<file path="src/rtl/reg_share_arbiter.sv">
// reg_share_arbiter: a single WIDTH-bit register that NUM_REQ requesters
// share. Round-robin arbitration picks a writer. A two-state sequencer
// (IDLE -> GRANT -> IDLE) then performs one write per grant.
module reg_share_arbiter #(
    parameter int               NUM_REQ   = 4,
    parameter int               WIDTH     = 8,
    parameter logic [WIDTH-1:0] RESET_VAL = '0
) (
    input  logic                       clk,
    input  logic                       reset,
    input  logic [NUM_REQ-1:0]         req,
    input  logic [NUM_REQ*WIDTH-1:0]   wdata,
    output logic [NUM_REQ-1:0]         gnt,
    output logic [$clog2(NUM_REQ)-1:0] gnt_id,
    output logic                       busy,
    output logic                       wr_done,
    output logic [WIDTH-1:0]           q
);

    localparam int IDW = $clog2(NUM_REQ);

    typedef enum logic {IDLE, GRANT} state_t;

    state_t           r_state;
    state_t           w_state_nxt;
    logic [IDW-1:0]   r_sel;
    logic [IDW-1:0]   r_ptr;
    logic [IDW-1:0]   w_win;
    logic [WIDTH-1:0] r_q;
    logic             r_wr_done;
    logic [WIDTH-1:0] w_lane;

    assign w_lane  = wdata[r_sel*WIDTH +: WIDTH];
    assign gnt_id  = r_sel;
    assign q       = r_q;
    assign wr_done = r_wr_done;

    // Round-robin winner: the first set req bit when scanning upward from ptr, with wrap-around.
    always_comb begin
        logic           found;
        logic [IDW-1:0] cand;
        found = 1'b0;
        cand  = '0;
        w_win = r_ptr;
        for (int unsigned k = 0; k < NUM_REQ; k++) begin
            cand = IDW'((32'(r_ptr) + k) % NUM_REQ);
            if (!found && req[cand]) begin
                found = 1'b1;
                w_win = cand;
            end
        end
    end

    // State register.
    always_ff @(posedge clk) begin
        if (reset) r_state <= IDLE;
        else       r_state <= w_state_nxt;
    end

    // Next state: leave IDLE on any request; GRANT always lasts exactly one cycle.
    always_comb begin
        w_state_nxt = r_state;
        unique case (r_state)
            IDLE:    if (|req) w_state_nxt = GRANT;
            GRANT:   w_state_nxt = IDLE;
            default: w_state_nxt = IDLE;
        endcase
    end

    // Outputs decoded from state: a one-hot grant and busy, both during GRANT only.
    always_comb begin
        gnt  = '0;
        busy = 1'b0;
        if (r_state == GRANT) begin
            gnt[r_sel] = 1'b1;
            busy       = 1'b1;
        end
    end

    // Datapath. Latch the winner in IDLE. At the closing edge of GRANT, write q, advance ptr and flag completion.
    always_ff @(posedge clk) begin
        if (reset) begin
            r_q       <= RESET_VAL;
            r_sel     <= '0;
            r_ptr     <= '0;
            r_wr_done <= 1'b0;
        end else begin
            r_wr_done <= 1'b0;
            if (r_state == IDLE) begin
                if (|req) r_sel <= w_win;
            end else begin
                r_q       <= w_lane;
                r_ptr     <= (r_sel == IDW'(NUM_REQ - 1)) ? '0 : r_sel + 1'b1;
                r_wr_done <= 1'b1;
            end
        end
    end

endmodule

</file>
<file path="config.mk">
export PLATFORM = sky130hd
export DESIGN_NAME = reg_share_arbiter
export DESIGN_NICKNAME = d
export VERILOG_FILES = /design/src/rtl/reg_share_arbiter.sv
export SDC_FILE = /design/constraint.sdc
export NUM_CORES = 1
export LEC_CHECK = 0
export ABC_AREA = 1
export BUFFER_PORTS_ARGS = -buffer_cell sky130_fd_sc_hd__buf_4
export CORE_AREA = 5 5 64 49
export CTS_CLUSTER_DIAMETER = 80
export DETAILED_ROUTE_END_ITERATION = 12
export DIE_AREA = 0 0 69 54
export PLACE_DENSITY = 0.83
export SLEW_MARGIN = 10
export SYNTH_ARGS = -nofsm -noshare
export SYNTH_HDL_FRONTEND = slang
export SYNTH_SLANG_ARGS = --single-unit
</file>
<file path="constraint.sdc">
create_clock -name clk -period 1.55 [get_ports clk]
set_input_delay 0.155 -clock clk [delete_from_list [all_inputs] [get_ports clk]]
set_output_delay 0.155 -clock clk [all_outputs]
set_load 0.005 [all_outputs]
</file>
Yosys cells after proc, flatten, opt, wreduce, memory -nomap -nowiden
Cells that the tools add are included.
{"block": "op_classes", "shifts": 1, "n_bitwise": 1, "n_eq_ne": 1, "order_cmp": 6, "n_mux": 21, "addsub": 4, "reduce_logical": 9}
{"op": "$shiftx 32x6->8", "n": 1}
{"op": "$lt 2x3->1 const B", "n": 5}
{"op": "$mux 1", "n": 10}
{"op": "$bmux 1 s2", "n": 4}
{"op": "$mux 2", "n": 4}
{"op": "$add 2x1->2 const B", "n": 2}
{"op": "$add 2x2->2 const B", "n": 2}
{"op": "$logic_and 1x1->1", "n": 4}
{"op": "$mux 4", "n": 1}
{"op": "$reduce_or 4->1", "n": 1}
{"op": "$logic_not 1->1", "n": 3}
{"op": "$demux 1 s2", "n": 1}
{"op": "$eq 2x2->1 const B", "n": 1}
{"op": "$ge 2x1->1 const B", "n": 1}
{"op": "$pmux 1 s2", "n": 1}
{"op": "$reduce_and 2->1", "n": 1}
{"op": "$not 1->1", "n": 1}
{"block": "word_totals", "regBits": 14, "output_inout_bits": 16}

Longest topological paths before layout
Gate-level depths: netlist of run 1.
{"block": "depth", "ltp_word": 12, "ltp_mapped": 13}

Worst setup path after synthesis of run 1
Ideal clock, no wire load.
{"block": "synth_timing", "path_type": "register to register", "start": "register r_ptr[0]", "end": "register r_sel[0] (netlist: gnt_id[0])", "path_slack_ns": 0.252, "setup_time_ns": 0.113, "t_arrival_ns": 1.185, "path_stages_with_launch": 13, "cell_sequence": "dfxtp_1 > buf_6 > inv_6 > nand2_1 > nand2_4 > nand2_2 > nand2_4 > nor2_4 > nand2_2 > nand3_1 > nand2_1 > o21ai_1 > inv_1"}
{"block": "synth_via", "elab_chain_len": 12, "word_cells_on_any_way": 23}
{"element": "from (decl)", "line": "27", "text": "logic [IDW-1:0] r_ptr;"}
{"element": "from (signal assigned)", "line": "93", "text": "r_ptr <= (r_sel == IDW'(NUM_REQ - 1)) ? '0 : r_sel + 1'b1;"}
{"element": "parallel branches: the longest is 11 deep, another holds $add 2x1->2"}
{"element": "$mux 2 *", "line": "47", "text": "if (!found && req[cand]) begin"}
{"element": "to (signal assigned)", "line": "90", "text": "if (|req) r_sel <= w_win;"}
{"element": "to (decl)", "line": "26", "text": "logic [IDW-1:0] r_sel;"}
Every way passes the cells marked *. The select of a mux whose other input is x is not followed.
A chain may end at the register's enable or synchronous reset.

Final worst setup path of run 1
{"block": "layout_timing", "start": "register r_ptr[1]", "end": "register r_sel[0] (netlist: gnt_id[0])"}
The elaborated chain is that of the path after synthesis.

==> flow_summary_export.csv, run 1 <==
group,metric,value,unit
global_route,first_pass_grt_wire_length,4790,µm
setup_path,ff2ff_setup_slack,0.14,ns
hold_path,hold_path_class,"in2reg",
setup_path,setup.worst_path.class,"reg2reg",
detailed_routing,via_count,1217,
setup_path,worstPathArrival,1.60,ns
sta,timing.fmax,0.707,GHz
detailed_routing,avgViaCountPerCell,4.65,
clocking,cts-buffers-inserted,3,
yosys,synth_cells,167,
yosys,synthesis.area,1030,µm²
clocking,htree_levels,1,
die,placementRows,16,
placement,gp_routability_congestion,0.835,
yosys,synth-seq-area-share,0.271,
pwr,powerDensity,831,nW/µm²
sta,rsz0062_at_grt,"no",
yosys,yosysUniqueCellTypes,21,
global_route,antenna_violations_before_repair,0,
sta,max_slew_margin,0.701,
hold_path,min_delay_worst_endpoint,"gnt_id[1]",
hold_path,hold-path-cell-count,2,
hold_path,timing.hold.worst.start,"reset",
pwr,max-vdd-ir-drop,0.665,mV
pwr,fin_total_pwr,1.28,mW
run_status,status,"finished, final reports clean",
clocking,clkLatencyLatePin,0.28,ns
die,core_region_area,2560,µm²
die,initial_utilization,0.404,
sta,timing.final.crit_period,1.41,ns
detailed_routing,dr.pass1.iters,4,
clocking,post_cts.repair.setup_buffers,0,
sta,fin_crit_sh,0.913,
detailed_routing,first_iter_violations,56,
yosys,synth_area_per_cell,6.20,µm²
detailed_routing,detail_route.wirelength,2960,µm
detailed_routing,detail_route.drc_violations,0,
die,die_area,3730,µm²
global_route,pin_count_of_the_biggest_net_entering_global_routing,21,
sta,timing.setup.tns,0,ns
cells_and_area,utilization,0.599,
global_route,remaining_overflow_grt,0,
cells_and_area,multi_input_area,649,µm²
setup_path,startpoint_type,"flop",
job,cap_violations,0,
setup_path,worst-r2r-cell-count,11,
placement,hpwlAfterDp,2450,µm
global_route,via_count_of_the_first_global_routing_pass,1092,
clocking,clkTransAtPathRegs,0.08,ns
yosys,ys_ff_latch,14,
clocking,clock-sinks,14,
cells_and_area,areaGrowthSynthToFinish,48.4,%
die,die_height,54,µm
sta,timing.final.setup_violations,0,
placement,io_buffer_count,53,
cells_and_area,layout_common_cells,"buf_4, nand2_1, nor2_1",
placement,placement.cell_area,1500,µm²
cells_and_area,antenna_cells,0,
clocking,ctsRootBufferMaster,"clkbuf_4",
yosys,syn_nets,209,
setup_path,reg2reg_from,"r_ptr[1]",
setup_path,crit_required,1.73,ns
sta,timing_worst_slew_pin_value,0.445,ns
clocking,holdBufCountCts,0,
sta,drv_slew,0,
setup_path,timing.critical_path.fanout_max,6,
sta,finClkSkew,0.00200,ns
cells_and_area,final_common_cell,"buf_4",
global_route,grt.total_usage,0.159,
detailed_routing,postRouteAntennaNets,0,
pwr,power.leakage,0.830,nW
die,chip_width,69,µm
cells_and_area,drive_gt1_frac,0.358,
die,ios,54,
clocking,ctsResizeCount,0,
clocking,clock_tree.buffer_depth,2,
setup_path,timing.rr.end,"gnt_id[0]",
sta,finalHoldViolations,0,
clocking,cts_tree,"built",
cells_and_area,register_area,282,µm²
yosys,yosysWarnings,0,
cells_and_area,postLayoutCellArea,1540,µm²
cells_and_area,filler_cell_count,264,
cells_and_area,nets,269,
setup_path,setup.worst_path.end_class,"flop",
detailed_routing,detail_route.wl_per_cell,11.3,µm
==> area by class of cell <==
type,instances,area share
Timing Repair Buffer,61,0.298
Clock buffer,4,0.0236
Sequential cell,14,0.183
Multi-Input combinational cell,131,0.423
Tap cell,36,0.0293
Inverter,16,0.0424
==> critical path, stage by stage (launching register included) <==
cell	delay, ns
dfxtp_1	0.44
inv_2	0.10
nand2_2	0.07
nand2_2	0.08
nand2_2	0.08
nand2_4	0.07
nor2_4	0.13
nand2_2	0.08
nand3_1	0.07
nand2_1	0.05
o21ai_1	0.11
inv_1	0.04
==> worst max path at each step <==
stage                     startpoint        end  slack (ns)  depth (start not counted)
final                       r_ptr[1]  gnt_id[0]        0.14                         11
after global routing        r_ptr[1]  gnt_id[0]        0.01                         11
after CTS                   r_ptr[0]  gnt_id[0]        0.05                         11
after detailed placement    r_ptr[0]  gnt_id[0]        0.07                         11
after global placement      r_ptr[0]  gnt_id[0]        0.13                         11
after floorplan             r_ptr[0]  gnt_id[0]        0.25                         12
==> cells by family after synthesis <==
family,synth area share
buffers and inverters,0.102
adder cells (fa/ha/maj),0.0484
AND/OR/NAND/NOR,0.421
AO/OA/AOI/OAI,0.158
flip-flops,0.271
==> Yosys cell counts, drive strengths merged <==
master / instances / area [µm²]
o22ai: 8 / 50.1
buf: 4 / 32.5
dfxtp: 14 / 280
nand3: 17 / 85.1
ha: 4 / 50.1
clkbuf: 2 / 7.51
nor2: 21 / 86.3
nand2: 58 / 258
nor4: 1 / 6.26
a21oi: 3 / 18.8
clkinv: 2 / 7.51
o21ai: 19 / 95.1
inv: 14 / 57.6
==> layer usage <==
| metal | track usage | routed length, µm |
|---|---|---|
| met5 | 0 | 0 |
| met4 | 0.0292 | 24 |
| met3 | 0.0504 | 166 |
| met2 | 0.266 | 1400 |
| met1 | 0.206 | 1370 |
==> power by group <==
part	total (mW)	internal (mW)	switching, mW
sequential	0.436	0.402	0.0343
clock	0.262	0.143	0.119
combinational	0.577	0.270	0.308
==> registers in the layout, summed over array words and instances, names as in the netlist <==
name,flops
q,8
gnt_id,2
r_state,1
wr_done,1
r_ptr,2
==> metrics by stage <==
step	setup slack, ns	instances	hold slack [ns]
2_1_floorplan	0.252	167	0.217
3_3_place_gp	0.125	258	0.341
3_5_place_dp	0.0717	258	0.341
4_1_cts	0.0487	262	0.0404
5_1_grt	0.0118	262	0.0431
6_report	0.135	262	0.0446
Power figures use the tool's default switching activity.
==> inputs of run 2 (changes only) <==
Settings changed: CORE_AREA 5 5 64 49 to 5 5 53 59, DIE_AREA 0 0 69 54 to 0 0 58 64.
==> run 2 against run 1 <==
Against the previous run: first-iteration DRC count down 45%; final area shrank 0.57%; clock skew is 0.00091 ns higher; via count up 2.8%; utilization up 1.8 points; critical path type is now reg2out; largest power group unchanged.
==> flow_summary_export.csv, run 2 (synthesis gave the netlist of run 1 again) <==
group,metric,value,unit
run_status,status,"finished, final reports clean",
global_route,grt.total_usage,0.157,
die,ios,54,
setup_path,crit_path_end,"gnt[1]",
global_route,remaining_overflow_grt,0,
sta,max_slew_margin,0.675,
setup_path,worstPathCellList,"inv_1 -> ha_1 -> nand2_1 -> inv_1 -> buf_4",
clocking,clkTransAtPathRegs,0.09,ns
sta,timing.setup.tns,0,ns
setup_path,wp_depth,5,
pwr,clkPwrFrac,0.203,
die,die_height,64,µm
cells_and_area,final_common_cell,"buf_4",
die,placementRows,19,
setup_path,crit_path_max_incr_delay,0.39,ns
hold_path,hold-path-cell-count,2,
setup_path,setup.worst_path.end_class,"output pin",
clocking,htree_levels,1,
global_route,pin_count_of_the_biggest_net_entering_global_routing,14,
detailed_routing,detail_route.drc_violations,0,
detailed_routing,postRouteAntennaNets,0,
cells_and_area,areaGrowthSynthToFinish,47.5,%
global_route,first_pass_grt_wire_length,4840,µm
detailed_routing,dr.pass1.iters,4,
cells_and_area,layout_common_cells,"buf_4, nand2_1, nor2_1",
clocking,clkLatencyLatePin,0.27,ns
setup_path,crit_required,1.39,ns
clocking,clock_tree.buffer_depth,2,
cells_and_area,flip_flop_count_of_the_largest_register_after_layout,8,
setup_path,setup.worst_path.class,"reg2out",
setup_path,worst-r2r-cell-count,11,
clocking,ctsRootBufferMaster,"clkbuf_4",
pwr,p_sw,0.461,mW
setup_path,reg2reg_from,"r_ptr[1]",
pwr,power.leakage,0.827,nW
pwr,max-vdd-ir-drop,0.815,mV
setup_path,timing.rr.end,"gnt_id[0]",
setup_path,critPathBufInv,3,
placement,hpwlAfterDp,2450,µm
detailed_routing,first_iter_violations,31,
setup_path,startpoint,"gnt_id[1]",
hold_path,hold_path_class,"in2reg",
sta,timing.final.setup_violations,0,
global_route,via_count_of_the_first_global_routing_pass,1116,
pwr,power_report.internal_total,0.815,mW
clocking,ctsResizeCount,0,
placement,gp_routability_congestion,0.815,
sta,timing.final.crit_period,1.41,ns
setup_path,timing.critical_path.fanout_max,10,
placement,placement.cell_area,1480,µm²
cells_and_area,nets,268,
setup_path,ff2ff_setup_slack,0.17,ns
clocking,clock-sinks,14,
clocking,holdBufCountCts,0,
pwr,netSwitchingFraction,0.361,
die,chip_width,58,µm
cells_and_area,postLayoutCellArea,1530,µm²
sta,timing_worst_slew_pin_value,0.483,ns
clocking,post_cts.repair.setup_buffers,0,
clocking,cts-buffers-inserted,3,
cells_and_area,drive_gt1_frac,0.364,
die,initial_utilization,0.419,
sta,timing.fmax,0.708,GHz
sta,fin_crit_sh,0.911,
pwr,powerDensity,836,nW/µm²
clocking,cts_tree,"built",
setup_path,cpMaxStageDelayCell,"dfxtp_2",
die,die_area,3710,µm²
sta,drv_slew,0,
pwr,p_comb_frac,0.448,
setup_path,cp_top_family,"flip-flops",
detailed_routing,via_count,1251,
cells_and_area,antenna_cells,0,
pwr,pwr-share-seq,0.349,
sta,rsz0062_at_grt,"no",
global_route,antenna_violations_before_repair,0,
sta,finClkSkew,0.00291,ns
setup_path,crit_path_frequent_cell,"inv_1",
setup_path,worstPathArrival,1.26,ns
sta,finalHoldViolations,0,
job,cap_violations,0,
setup_path,startpoint_type,"flop",
detailed_routing,detail_route.wl_per_cell,11.5,µm
die,core_region_area,2470,µm²
detailed_routing,detail_route.wirelength,2950,µm
placement,io_buffer_count,53,
detailed_routing,avgViaCountPerCell,4.89,
run 2: changes by cell type in the layout (fill, tap and decap cells not counted):
cell | previous run | this run
buf_4 | 61 | 60
dfxtp_1 | 13 | 11
dfxtp_2 | 1 | 2
dfxtp_4 | 0 | 1
run 2: final cells by class:
class / instances / area [µm²]
Sequential cell: 14 / 287
Fill cell: 253 / 946
Timing Repair Buffer: 60 / 450
Multi-Input combinational cell: 131 / 649
Inverter: 16 / 65.1
Tap cell: 31 / 38.8
Clock buffer: 4 / 36.3
run 2: worst min-delay path by stage:
stage / slack, ns / end / from
2_1_floorplan: 0.22 / gnt_id[1] / reset
5_1_grt: 0.07 / gnt_id[1] / reset
4_1_cts: 0.07 / gnt_id[1] / reset
3_3_place_gp: 0.36 / gnt_id[1] / reset
3_5_place_dp: 0.36 / gnt_id[1] / reset
6_report: 0.06 / gnt_id[1] / reset
run 2: worst reg2reg max path, stage by stage (launching register included):
cell and delay, ns:
dfxtp_2 0.41, inv_2 0.09, nand2_2 0.07, nand2_2 0.08
nand2_2 0.08, nand2_4 0.07, nor2_4 0.13, nand2_2 0.08
nand3_1 0.07, nand2_1 0.05, o21ai_1 0.11, inv_1 0.04
run 2: power by group through the flow:
| stage | logic, mW | clock network, mW | registers (mW) |
|---|---|---|---|
| global route | 0.645 | 0.277 | 0.453 |
| CTS | 0.575 | 0.262 | 0.442 |
| floorplan | 0.357 | 0 | 0.440 |
| finish | 0.572 | 0.259 | 0.445 |
| detailed placement | 0.573 | 0 | 0.451 |
| global placement | 0.562 | 0 | 0.449 |
run 2: through the flow:
| stage | hold slack [ns] | utilization | power, mW | cells | setup WS, ns |
|---|---|---|---|---|---|
| final | 0.0639 | 0.617 | 1.28 | 256 | 0.138 |
| after global routing | 0.0679 | 0.617 | 1.38 | 256 | 0.0149 |
| after CTS | 0.0748 | 0.615 | 1.28 | 256 | 0.0394 |
| after detailed placement | 0.365 | 0.600 | 1.02 | 252 | 0.0593 |
| after global placement | 0.358 | 0.600 | 1.01 | 252 | 0.118 |
| after floorplan | 0.217 | - | 0.797 | 167 | 0.252 |
run 2: per-layer routing:
metal  track usage  vias up  wire length (µm)
met5             0        -                 0
met4        0.0348        0                36
met3        0.0141        4               221
met2         0.260       48              1360
met1         0.218      543              1330
li1              -      656                 -
==> inputs of run 3 (changes only) <==
Settings changed: ABC_AREA 1 to unset, CORE_AREA 5 5 53 59 to 5 5 49 56, DIE_AREA 0 0 58 64 to 0 0 54 61, PLACE_DENSITY 0.83 to 0.82.
==> run 3 against run 2 <==
Against the previous run: wire length fell by 20%; largest cell class unchanged; non-clock buffer count up 2; final area shrank 12%; die area decreased by 11%; clock power is 2% higher; area after synthesis decreased by 20%.
==> flow_summary_export.csv, run 3 <==
group,metric,value,unit
clocking,clock-sinks,14,
run_status,status,"finished, final reports clean",
setup_path,timing.rr.end,"q[2]",
yosys,post_synth_and_or_nand_nor_area_fraction,0.150,
pwr,p_sw,0.257,mW
yosys,synth.area.mux_share,0.339,
placement,io_buffer_count,53,
cells_and_area,layout_common_cells,"buf_4, nor2_1, dfxtp_1",
yosys,netlist_top_cells_count,"nor2_1, dfxtp_1, mux2i_1",
clocking,htree_levels,1,
global_route,first_pass_grt_wire_length,3540,µm
sta,timing.final.crit_period,1.48,ns
setup_path,cpMaxStageDelayCell,"dfxtp_2",
clocking,clock_tree.buffer_depth,2,
yosys,synth_xor_area_frac,0,
die,die_area,3290,µm²
cells_and_area,drive_gt1_frac,0.551,
setup_path,critPathBufInv,3,
sta,timing.fmax,0.675,GHz
detailed_routing,detail_route.drc_violations,0,
detailed_routing,avgViaCountPerCell,4.93,
hold_path,timing.hold.worst.start,"reset",
die,placementRows,18,
detailed_routing,dr.pass1.iters,4,
pwr,pwr-share-seq,0.419,
die,core_region_area,2140,µm²
cells_and_area,areaGrowthSynthToFinish,62.4,%
yosys,synthTopCellsByArea,"dfxtp_1, mux4_2, mux2i_1",
placement,placedCellCount,160,
cells_and_area,final_common_cell,"buf_4",
die,chip_width,54,µm
sta,fin_crit_sh,0.956,
placement,gp_routability_congestion,0.701,
sta,post_route_setup_slack,0.0685,ns
pwr,clkPwrFrac,0.264,
yosys,syn_nets,119,
yosys,synth_ff_type,"dfxtp_1",
die,die_height,61,µm
sta,max_slew_margin,0.776,
global_route,remaining_overflow_grt,0,
sta,finClkSkew,0.00110,ns
sta,finalHoldViolations,0,
pwr,power.leakage,0.627,nW
sta,timing.final.setup_violations,0,
detailed_routing,detail_route.wl_per_cell,14.1,µm
yosys,synth-seq-area-share,0.339,
detailed_routing,postRouteAntennaNets,0,
detailed_routing,detail_route.wirelength,2370,µm
cells_and_area,postLayoutCellArea,1340,µm²
yosys,proportion_of_netlist_area_held_by_the_largest_area_contributor,0.339,
setup_path,startpoint_type,"flop",
placement,placement.cell_area,1270,µm²
clocking,cts-buffers-inserted,3,
placement,worst_slack_after_detailed_placement,0.186,ns
yosys,async_flop_share,0,
cells_and_area,antenna_cells,0,
yosys,yosysWarnings,0,
global_route,antenna_violations_before_repair,0,
cells_and_area,final_non_filler_cell_total,168,
setup_path,ff2ff_setup_slack,0.18,ns
setup_path,setup.worst_path.end_class,"output pin",
cells_and_area,nets,181,
yosys,synthesis.area,826,µm²
yosys,ys_ff_latch,14,
setup_path,timing.critical_path.fanout_max,8,
hold_path,hold_path_class,"in2reg",
sta,timing.setup.tns,0,ns
die,ios,54,
setup_path,cp_top_family,"buffers and inverters",
sta,rsz0062_at_grt,"no",
setup_path,crit_required,1.39,ns
setup_path,setup.worst_path.class,"reg2out",
job,cap_violations,0,
global_route,grt.total_usage,0.151,
cells_and_area,flip_flop_count_of_the_largest_register_after_layout,8,
pwr,power_report.internal_total,0.742,mW
setup_path,crit_path_max_incr_delay,0.34,ns
setup_path,worstPathArrival,1.33,ns
clocking,ctsRootBufferMaster,"clkbuf_4",
yosys,synth_area_per_cell,10.7,µm²
clocking,clkLatencyLatePin,0.28,ns
clocking,holdBufCountCts,0,
pwr,max-vdd-ir-drop,0.419,mV
cells_and_area,filler_cell_count,174,
die,initial_utilization,0.386,
yosys,dominant_combinational_cell_family_by_area_after_synthesis,"multiplexers",
yosys,synth_cells,77,
setup_path,reg2reg_from,"gnt_id[0]",
yosys,yosysUniqueCellTypes,18,
setup_path,crit_path_frequent_cell,"buf_4",
yosys,synth.largest_area_cell,"dfxtp_1",
pwr,powerDensity,745,nW/µm²
detailed_routing,via_count,829,
clocking,cts_tree,"built",
pwr,netSwitchingFraction,0.257,
yosys,synth_edf_count,0,
setup_path,worstPathCellList,"buf_6 -> buf_4 -> ha_1 -> and2_1 -> buf_4",
yosys,synthAdderAreaFrac,0.0606,
yosys,synth_compound_area_frac,0.0606,
setup_path,worst-r2r-cell-count,5,
detailed_routing,first_iter_violations,5,
pwr,p_comb_frac,0.318,
global_route,via_count_of_the_first_global_routing_pass,867,
clocking,clkTransAtPathRegs,0.08,ns
global_route,pin_count_of_the_biggest_net_entering_global_routing,17,
sta,timing_worst_slew_pin_value,0.333,ns
hold_path,hold-path-cell-count,2,
sta,drv_slew,0,
placement,hpwlAfterDp,1920,µm
yosys,most_frequently_used_cell_type_in_the_post_synthesis_netlist,"nor2_1",
hold_path,min_delay_worst_endpoint,"wr_done",
## run 3: what timing repair did
action                                  CTS  global route
buffers inserted                          0             4
endpoints found under the setup margin    2             3
cloned                                    0             0
gates resized for setup                   1             2
## run 3: cell families (layout without fill, tap and decap cells)
logic type,count (synthesis),after routing
compound gates,7,7
mux,18,18
fa+ha+maj,4,4
buf+inv,8,69
simple gates,26,26
flops,14,14
## run 3: how the worst max path moves through the flow
| stage | start | endpoint | cells after the start |
|---|---|---|---|
| after floorplan | gnt_id[0] | q[0] | 4 |
| after CTS | gnt_id[0] | gnt[0] | 5 |
| after global routing | gnt_id[0] | gnt[0] | 5 |
| after detailed placement | gnt_id[0] | q[4] | 4 |
| final | gnt_id[0] | gnt[1] | 5 |
| after global placement | gnt_id[0] | q[5] | 4 |
## run 3: stage by stage
step                      hold slack, ns  power (mW)  utilization
after floorplan                    0.227       0.573            -
after global placement             0.453       0.719        0.593
after detailed placement           0.463       0.730        0.593
after CTS                          0.154       0.997        0.612
after global routing               0.161        1.07        0.627
final                              0.155       0.999        0.627
## run 3: final cells by class
class / count / area [µm²] / share of cell area
multi-input cells: 55 / 504 / 0.376
repair buffers: 62 / 469 / 0.350
flip-flops and latches: 14 / 283 / 0.211
well taps: 30 / 37.5 / 0.0280
clock buffers: 4 / 36.3 / 0.0271
inverters: 3 / 11.3 / 0.00840
## run 3: power groups by stage
stage / registers (mW) / logic (mW) / clock network, mW
floorplan: 0.418 / 0.155 / 0
global placement: 0.424 / 0.295 / 0
detailed placement: 0.425 / 0.305 / 0
CTS: 0.417 / 0.307 / 0.273
global route: 0.422 / 0.349 / 0.294
finish: 0.418 / 0.317 / 0.263
## run 3: worst register-to-register path, cell delays in order (launching register included)
cell     delay, ns
dfxtp_2       0.35
buf_6         0.13
buf_4         0.12
mux4_2        0.48
mux2i_1       0.14
nor2_1        0.05
## run 3: layer usage
layer	share of wire	wire, µm	up-vias	global-route usage
li1	-	-	401	-
met3	0.13	308	4	0.0418
met5	0	0	-	0
met2	0.50	1180	51	0.268
met1	0.35	820	373	0.149
met4	0.026	62	0	0.107
